===== config.mk =====
export PLATFORM = sky130hd
export DESIGN_NAME = dense_argmax
export DESIGN_NICKNAME = d
export VERILOG_FILES = /design/src/rtl/dense_pkg.sv /design/src/rtl/dense_argmax.sv
export SDC_FILE = /design/constraint.sdc
export NUM_CORES = 1
export LEC_CHECK = 0
export ABC_AREA = 1
export CORE_ASPECT_RATIO = 1.5
export CORE_MARGIN = 4
export CORE_UTILIZATION = 56
export DETAILED_ROUTE_END_ITERATION = 7
export MAX_ROUTING_LAYER = met4
export PLACE_DENSITY = 0.89
export SKIP_CTS_REPAIR_TIMING = 1
export SLEW_MARGIN = 15
export SYNTH_ARGS = -nofsm -noshare
export SYNTH_HDL_FRONTEND = slang
export SYNTH_SLANG_ARGS = --single-unit
export TNS_END_PERCENT = 1

===== constraint.sdc =====
create_clock -name clk -period 2.75 [get_ports clk]
set_input_delay 0.825 -clock clk [delete_from_list [all_inputs] [get_ports clk]]
set_output_delay 0.825 -clock clk [all_outputs]
set_load 0.01 [all_outputs]

===== src/rtl/dense_pkg.sv =====
// Constants and helpers shared by the Dense controller and the argmax classifier.
package dense_pkg;

   localparam int DENSE_OUT_COUNT = 10;
   localparam int DENSE_DATA_SIZE = 16;

   // Address width for an n-entry buffer; never narrower than one bit.
   function automatic int clogb2(input int n);
      int w;
      w = 1;
      while ((1 << w) < n) w++;
      return w;
   endfunction

   typedef enum logic [1:0] {
      IDLE = 2'd0,
      SCAN = 2'd1,
      OUT  = 2'd2
   } argmax_state_t;

endpackage


===== src/rtl/dense_argmax.sv =====
// Argmax over the Dense output buffer, result offered on a valid/ready handshake.
// Optional ARGMAX_SCORE_EN adds the class_score port carrying the winning score.
module dense_argmax
   import dense_pkg::*;
#(
   parameter int  IN_COUNT  = DENSE_OUT_COUNT,
   parameter int  DATA_SIZE = DENSE_DATA_SIZE,
   localparam int AW        = clogb2(IN_COUNT)
) (
   input  logic                 clk,
   input  logic                 rst,
   input  logic                 start,
   output logic                 busy,
   output logic                 done,
   output logic [AW-1:0]        bufferIn_adr,
   input  logic [DATA_SIZE-1:0] bufferIn_data,
   output logic [AW-1:0]        class_idx,
   output logic                 class_valid,
`ifdef ARGMAX_SCORE_EN
   output logic [DATA_SIZE-1:0] class_score,
`endif
   input  logic                 class_ready
);

   localparam logic [AW-1:0] LAST = AW'(IN_COUNT - 1);

   argmax_state_t          state, state_nxt;
   logic [AW-1:0]          cnt;
   logic [DATA_SIZE-1:0]   max_q;
   logic                   take;

   // A start landing on the done cycle is dropped so every done is followed
   // by at least one idle cycle before the next scan.
   always_ff @(posedge clk or negedge rst) begin
      if (!rst) state <= IDLE;
      else      state <= state_nxt;
   end

   always_comb begin
      state_nxt = state;
      case (state)
         IDLE:    if (start && !done)            state_nxt = SCAN;
         SCAN:    if (cnt == LAST)               state_nxt = OUT;
         OUT:     if (class_valid && class_ready) state_nxt = IDLE;
         default:                                state_nxt = IDLE;
      endcase
   end

   always_comb begin
      bufferIn_adr = '0;
      if (state == SCAN) bufferIn_adr = cnt;
   end

   // First entry seeds the running max; later entries win only when strictly larger.
   assign take = (cnt == '0) || ($signed(bufferIn_data) > $signed(max_q));

   always_ff @(posedge clk or negedge rst) begin
      if (!rst) begin
         busy        <= 1'b0;
         done        <= 1'b0;
         class_valid <= 1'b0;
         class_idx   <= '0;
         cnt         <= '0;
         max_q       <= '0;
      end else begin
         done <= 1'b0;
         case (state)
            IDLE: if (start && !done) begin
               cnt  <= '0;
               busy <= 1'b1;
            end
            SCAN: begin
               if (take) begin
                  max_q     <= bufferIn_data;
                  class_idx <= cnt;
               end
               if (cnt == LAST) class_valid <= 1'b1;
               else             cnt         <= cnt + 1'b1;
            end
            OUT: if (class_ready) begin
               class_valid <= 1'b0;
               busy        <= 1'b0;
               done        <= 1'b1;
            end
            default: ;
         endcase
      end
   end

`ifdef ARGMAX_SCORE_EN
   assign class_score = max_q;
`endif

endmodule


* Yosys cells after proc, flatten, opt, wreduce, memory -nomap -nowiden
Cells that the tools add are included.
** Storage, ports and cells
- Register bits :: 29
- Input port bits :: 20
** Operators by class
- $add $sub $neg :: 1
- $lt $le $gt $ge :: 1
- Equality and inequality tests :: 8
- Muxes and demuxes :: 15
- Reductions and logical operators :: 14
** Operator list (count)
- $gt 16x16->1 :: 1
- $mux 4 :: 3
- $reduce_and 3->1 :: 4
- $ne 2x2->1 const B :: 4
- $pmux 4 s2 :: 1
- $mux 2 :: 3
- $pmux 2 s3 :: 1
- $reduce_bool 2->1 :: 3
- $mux 1 :: 5
- $add 4x1->4 const B :: 1
- $eq 4x4->1 const B :: 1
- $logic_not 4->1 :: 1
- $pmux 1 s2 :: 2
- $eq 2x1->1 const B :: 1
- $eq 2x2->1 const B :: 1
- $logic_and 1x1->1 :: 2
- $logic_not 2->1 :: 1
- $ne 2x1->1 const B :: 1
- $reduce_and 2->1 :: 1
- $logic_not 1->1 :: 1
- $logic_or 1x1->1 :: 1

* Depth between registers and ports, before layout
- Depth in word-level cells :: 4
- Mapped depth :: 18
- Mapped depth without buffers :: 17

* Least setup slack after synthesis
OpenSTA, ideal clock, no wires.
- Kind :: input -> register
- Start :: input bufferIn_data[15]
- End :: register class_idx[0]
- Setup time :: 0.117 ns
- Arrival time :: 2.053 ns
- Path slack :: 0.580 ns
- Stages on the path :: 12
- Buffers on the path :: 1
- Path through :: ha_1 -> a21oi_1 -> o21ai_0 -> a21oi_1 -> nand2_1 -> nand2_1 -> nand3_2 -> nand2_4 -> nand2_4 -> buf_8 -> nand2_2 -> nand2_1
** On the way
- Longest elaborated chain between the ends :: 3
** RTL lines
- from (decl) :: line dense_argmax.sv:16 : input logic [DATA_SIZE-1:0] bufferIn_data,
- $gt 16x16->1 :: line dense_argmax.sv:55 : assign take = (cnt == '0) || ($signed(bufferIn_data) > $signed(max_q));
- $logic_or 1x1->1 :: line dense_argmax.sv:55
- $reduce_and 2->1 (no source line)
- to (signal assigned) :: line dense_argmax.sv:75 : class_idx <= cnt;
- to (decl) :: line dense_argmax.sv:17 : output logic [AW-1:0] class_idx,
No other way between the ends.
A chain may end at the register's enable or synchronous reset.

* Worst setup path after layout
- Start :: input bufferIn_data[15]
- End :: register max_q[10]
** On the way
- Longest elaborated chain between the ends :: 3
** RTL lines
- $gt 16x16->1 :: line dense_argmax.sv:55
- $logic_or 1x1->1 :: line dense_argmax.sv:55
- $reduce_and 2->1 (no source line)
- to (signal assigned) :: line dense_argmax.sv:74 : max_q <= bufferIn_data;
- to (decl) :: line dense_argmax.sv:29 : logic [DATA_SIZE-1:0] max_q;
No other way between the ends.

==> summary.md <==
| Metric | Value |
|---|---|
| CP Launch Type | `primary input` |
| Number of clock sinks | `29` |
| Dpl ws | `-0.0157 ns` |
| Slew @ Worst Pin | `between 0.4 and 0.5 ns` |
| CP Cell Sequence | `clkdlybuf4s50_1, ha_1, a21oi_1, o21ai_0, a21oi_1, nand2_1, nand2_1, nand3_2, nand2_4, nand2_4, nand2_1, nand2_1` |
| Max cap viols | `0` |
| Gate Count Post-Synth | `211` |
| Worst EP required | `2.91 ns` |
| CP Capture Type | `flop` |
| Number of I/O pins | `31` |
| Pwr/cell area | `1080 mW/mm^2` |
| CTS root buf | `clkbuf_8` |
| Most frequent cells after synthesis | `54 x nand2_1, 29 x dfrtp_1, 29 x inv_1` |
| Hold Crit Class | `reg -> reg` |
| Top post-synthesis cells by area | `dfrtp_1 41%, ha_1 14%, nand2_1 12%, nand3_1 7.1%, inv_1 6.2%` |
| FP Rows | `24` |
| RSZ-0062 raised after global routing | `false` |
| Simple-Gate Fraction of Synth Area | `28.9%` |
| Critical path peak fanout | `20` |
| End of the worst register-to-register path | `max_q[10]$_DFFE_PN0P_` |
| Ys flop type | `dfrtp_1` |
| CP arrival | `2.63 ns` |
| Die Ht | `76.5 microns` |
| P_leak | `1.13 nW` |
| R2R Setup Slk | `0.89 ns` |
| Final setup TNS | `0 ns` |
| CTS tree | `yes` |
| Synth top area share | `41.5%` |
| Final Cycle Share | `89.8%` |
| Die area | `0.00410 sq mm` |
| Total track usage | `21.3%` |
| Synth Area in Adders | `13.6%` |
| PortBufs | `30` |
| Final core occ | `73.7%` |
| Design area | `0.00217 sq mm` |
| Setup Viol. Count Final | `0` |
| Vias in the first global route | `around 1500` |
| Status | `complete, no violations` |
| Routability Congestion | `0.758` |
| Placed cell area | `~0.0021 sq mm` |
| Post-route insts no fill | `286` |
| GRT Residual Overflow | `0` |
| Avg WL per Cell | `12.4 microns` |
| Ant diodes | `0` |
| Initial antenna violation count | `0` |
| Pin count of the biggest net entering global routing | `30` |
| Crit path time final | `2.47 ns` |
| Synthesis-stage register bit count | `29` |
| FF-to-FF path depth | `14` |
| Most frequent cell after synthesis | `nand2_1` |
| DP HPWL | `2590 microns` |
| CP dominant cell by count | `nand2_1` |
| Min-delay src | `max_q[7]$_DFFE_PN0P_` |
| Yosys top cell by area | `dfrtp_1` |
| Clock Path Buffers | `2` |
| Relative slew margins | `72.9%` |
| Clk_lat worst skew | `0.28 ns` |
| Fill count | `239` |
| Cell Count Post-Placement | `279` |
| Pwr Total | `2.35 mW` |
| Via count | `about 1500` |
| CTS Buf Count | `5` |
| Post-DR vias/cell | `5.15` |
| Post-synthesis mux area share | `0%` |
| CP max stage delay | `0.44 ns` |
| Synth async-reset ratio | `100%` |
| First-pass DRT Iterations | `4` |
| Clk slew on worst S/H paths | `0.06 ns` |
| Hold depth | `2` |
| Compound-cell area share of the yosys netlist | `6.08%` |
| Syn avg cell area | `8.30 sq um` |
| Yosys cell types | `26` |
| Peak VDD IR | `0.000818 V` |
| Routed Antenna Nets | `0` |
| DRT iter0 DRCs | `56` |
| Post-synth EDFFs | `0` |
| DR DRC count | `0` |
| Area growth syn-to-layout | `23.9%` |
| Kind of critical path | `in -> reg` |
| Achievable frequency | `405 MHz` |
| Die W | `between 50 and 60 microns` |
| Final Net Count | `between 200 and 300` |
| Final hold slack | `0.470 ns` |
| R2R Path Start | `max_q[9]$_DFFE_PN0P_` |
| Synthesized cell area | `0.00175 sq mm` |
| Core area | `roughly 0.003 sq mm` |
| Area share of xor/xnor cells in the synthesized design | `0%` |
| Global-route wire length before repair | `6440 microns` |
| Largest family of logic cells by synthesized area | `simple AND/OR/NAND/NOR gates` |
| H-tree levels | `2` |
| Final Worst Setup Slack | `approximately 0.28 ns` |
| Net Count, Synth | `250` |
| Worst Hold Path EP | `max_q[7]$_DFFE_PN0P_` |
| Final Max Slew Viols | `0` |
| Final WL | `3530 microns` |
| Sequential-to-total area share from yosys stat | `about two fifths` |
| Initial Util | `59.5%` |
| Clk_skew | `0.00437 ns` |
| Fin. Hold Viols | `0` |
| Synth warn | `0` |
| Share of cells above drive strength 1 | `12.1%` |
| Worst path slowest cell | `clkdlybuf4s50_1` |
[cell usage in the layout, fill, tap and decap left out]
cell type,count
nand2_1,54
clkdlybuf4s50_1,30
inv_1,29
dfrtp_1,29
nand3_1,25
ha_1,19
nor2_1,10
nand2_2,10
a21oi_1,9
clkbuf_8,6
buf_4,5
o21ai_0,4
inv_2,3
nand4_1,2
nand2_4,2
nor2_4,1
and3_1,1
a21o_1,1
nor3_2,1
nand3_2,1
nor4_1,1
a31oi_4,1
o21a_1,1
o21ai_1,1
clkbuf_1,1
[sequential cells by signal, summed over array words and instances, names as in the netlist]
| name | cells |
|---|---|
| max_q | 16 |
| class_idx | 4 |
| cnt | 4 |
| state | 2 |
| busy | 1 |
| class_valid | 1 |
| done | 1 |
[worst max-delay path: cells and delay by family]
family / cells / cell delay [ns]
adders and majority gates: 1 / 0.34
and+or+nand+nor: 7 / 0.63
AOI/OAI and AO/OA: 3 / 0.39
buffers and inverters: 1 / 0.44
[cells by family after synthesis]
kind of cell    count (synthesis)
simple gates                  108
buf+inv                        38
flops                          29
fa+ha+maj                      19
compound gates                 17
[worst max-delay path by stage]
stage	start	end	slack [ns]	depth (start not counted)
finish	bufferIn_data[15]	max_q[10]$_DFFE_PN0P_	0.28	12
global route	bufferIn_data[9]	max_q[2]$_DFFE_PN0P_	0.02	14
CTS	bufferIn_data[15]	max_q[2]$_DFFE_PN0P_	0.27	12
detailed placement	bufferIn_data[15]	class_idx[2]$_DFFE_PN0P_	-0.02	12
global placement	bufferIn_data[15]	max_q[11]$_DFFE_PN0P_	0.02	12
floorplan	bufferIn_data[15]	class_idx[0]$_DFFE_PN0P_	0.58	12
[power by group]
group	total (mW)	leakage, nW	internal [mW]	switching [mW]
registers	0.763	0.361	0.622	0.141
logic	1.24	0.729	0.511	0.726
clock network	0.347	0.0443	0.198	0.149
[final cells by class]
type | instances | area [sq um] | area share, %
Sequential cell | 29 | 726 | 33.4
Timing Repair Buffer | 35 | 338 | 15.6
Inverter | 32 | 120 | 5.54
Multi-Input combinational cell | 144 | 851 | 39.2
Clock buffer | 7 | 86.3 | 3.98
Tap cell | 39 | 48.8 | 2.25
[routing by layer]
metal  vias to the layer above  part of all wire, %  global-route usage, %
met3                         7                  5.1                   5.28
li1                        737                    -                      -
met2                        44                   52                   33.7
met4                         0                  1.9                   7.67
met1                       684                   41                   25.6
met5                         -                    0                      -
(Power assumes the default switching activity.)
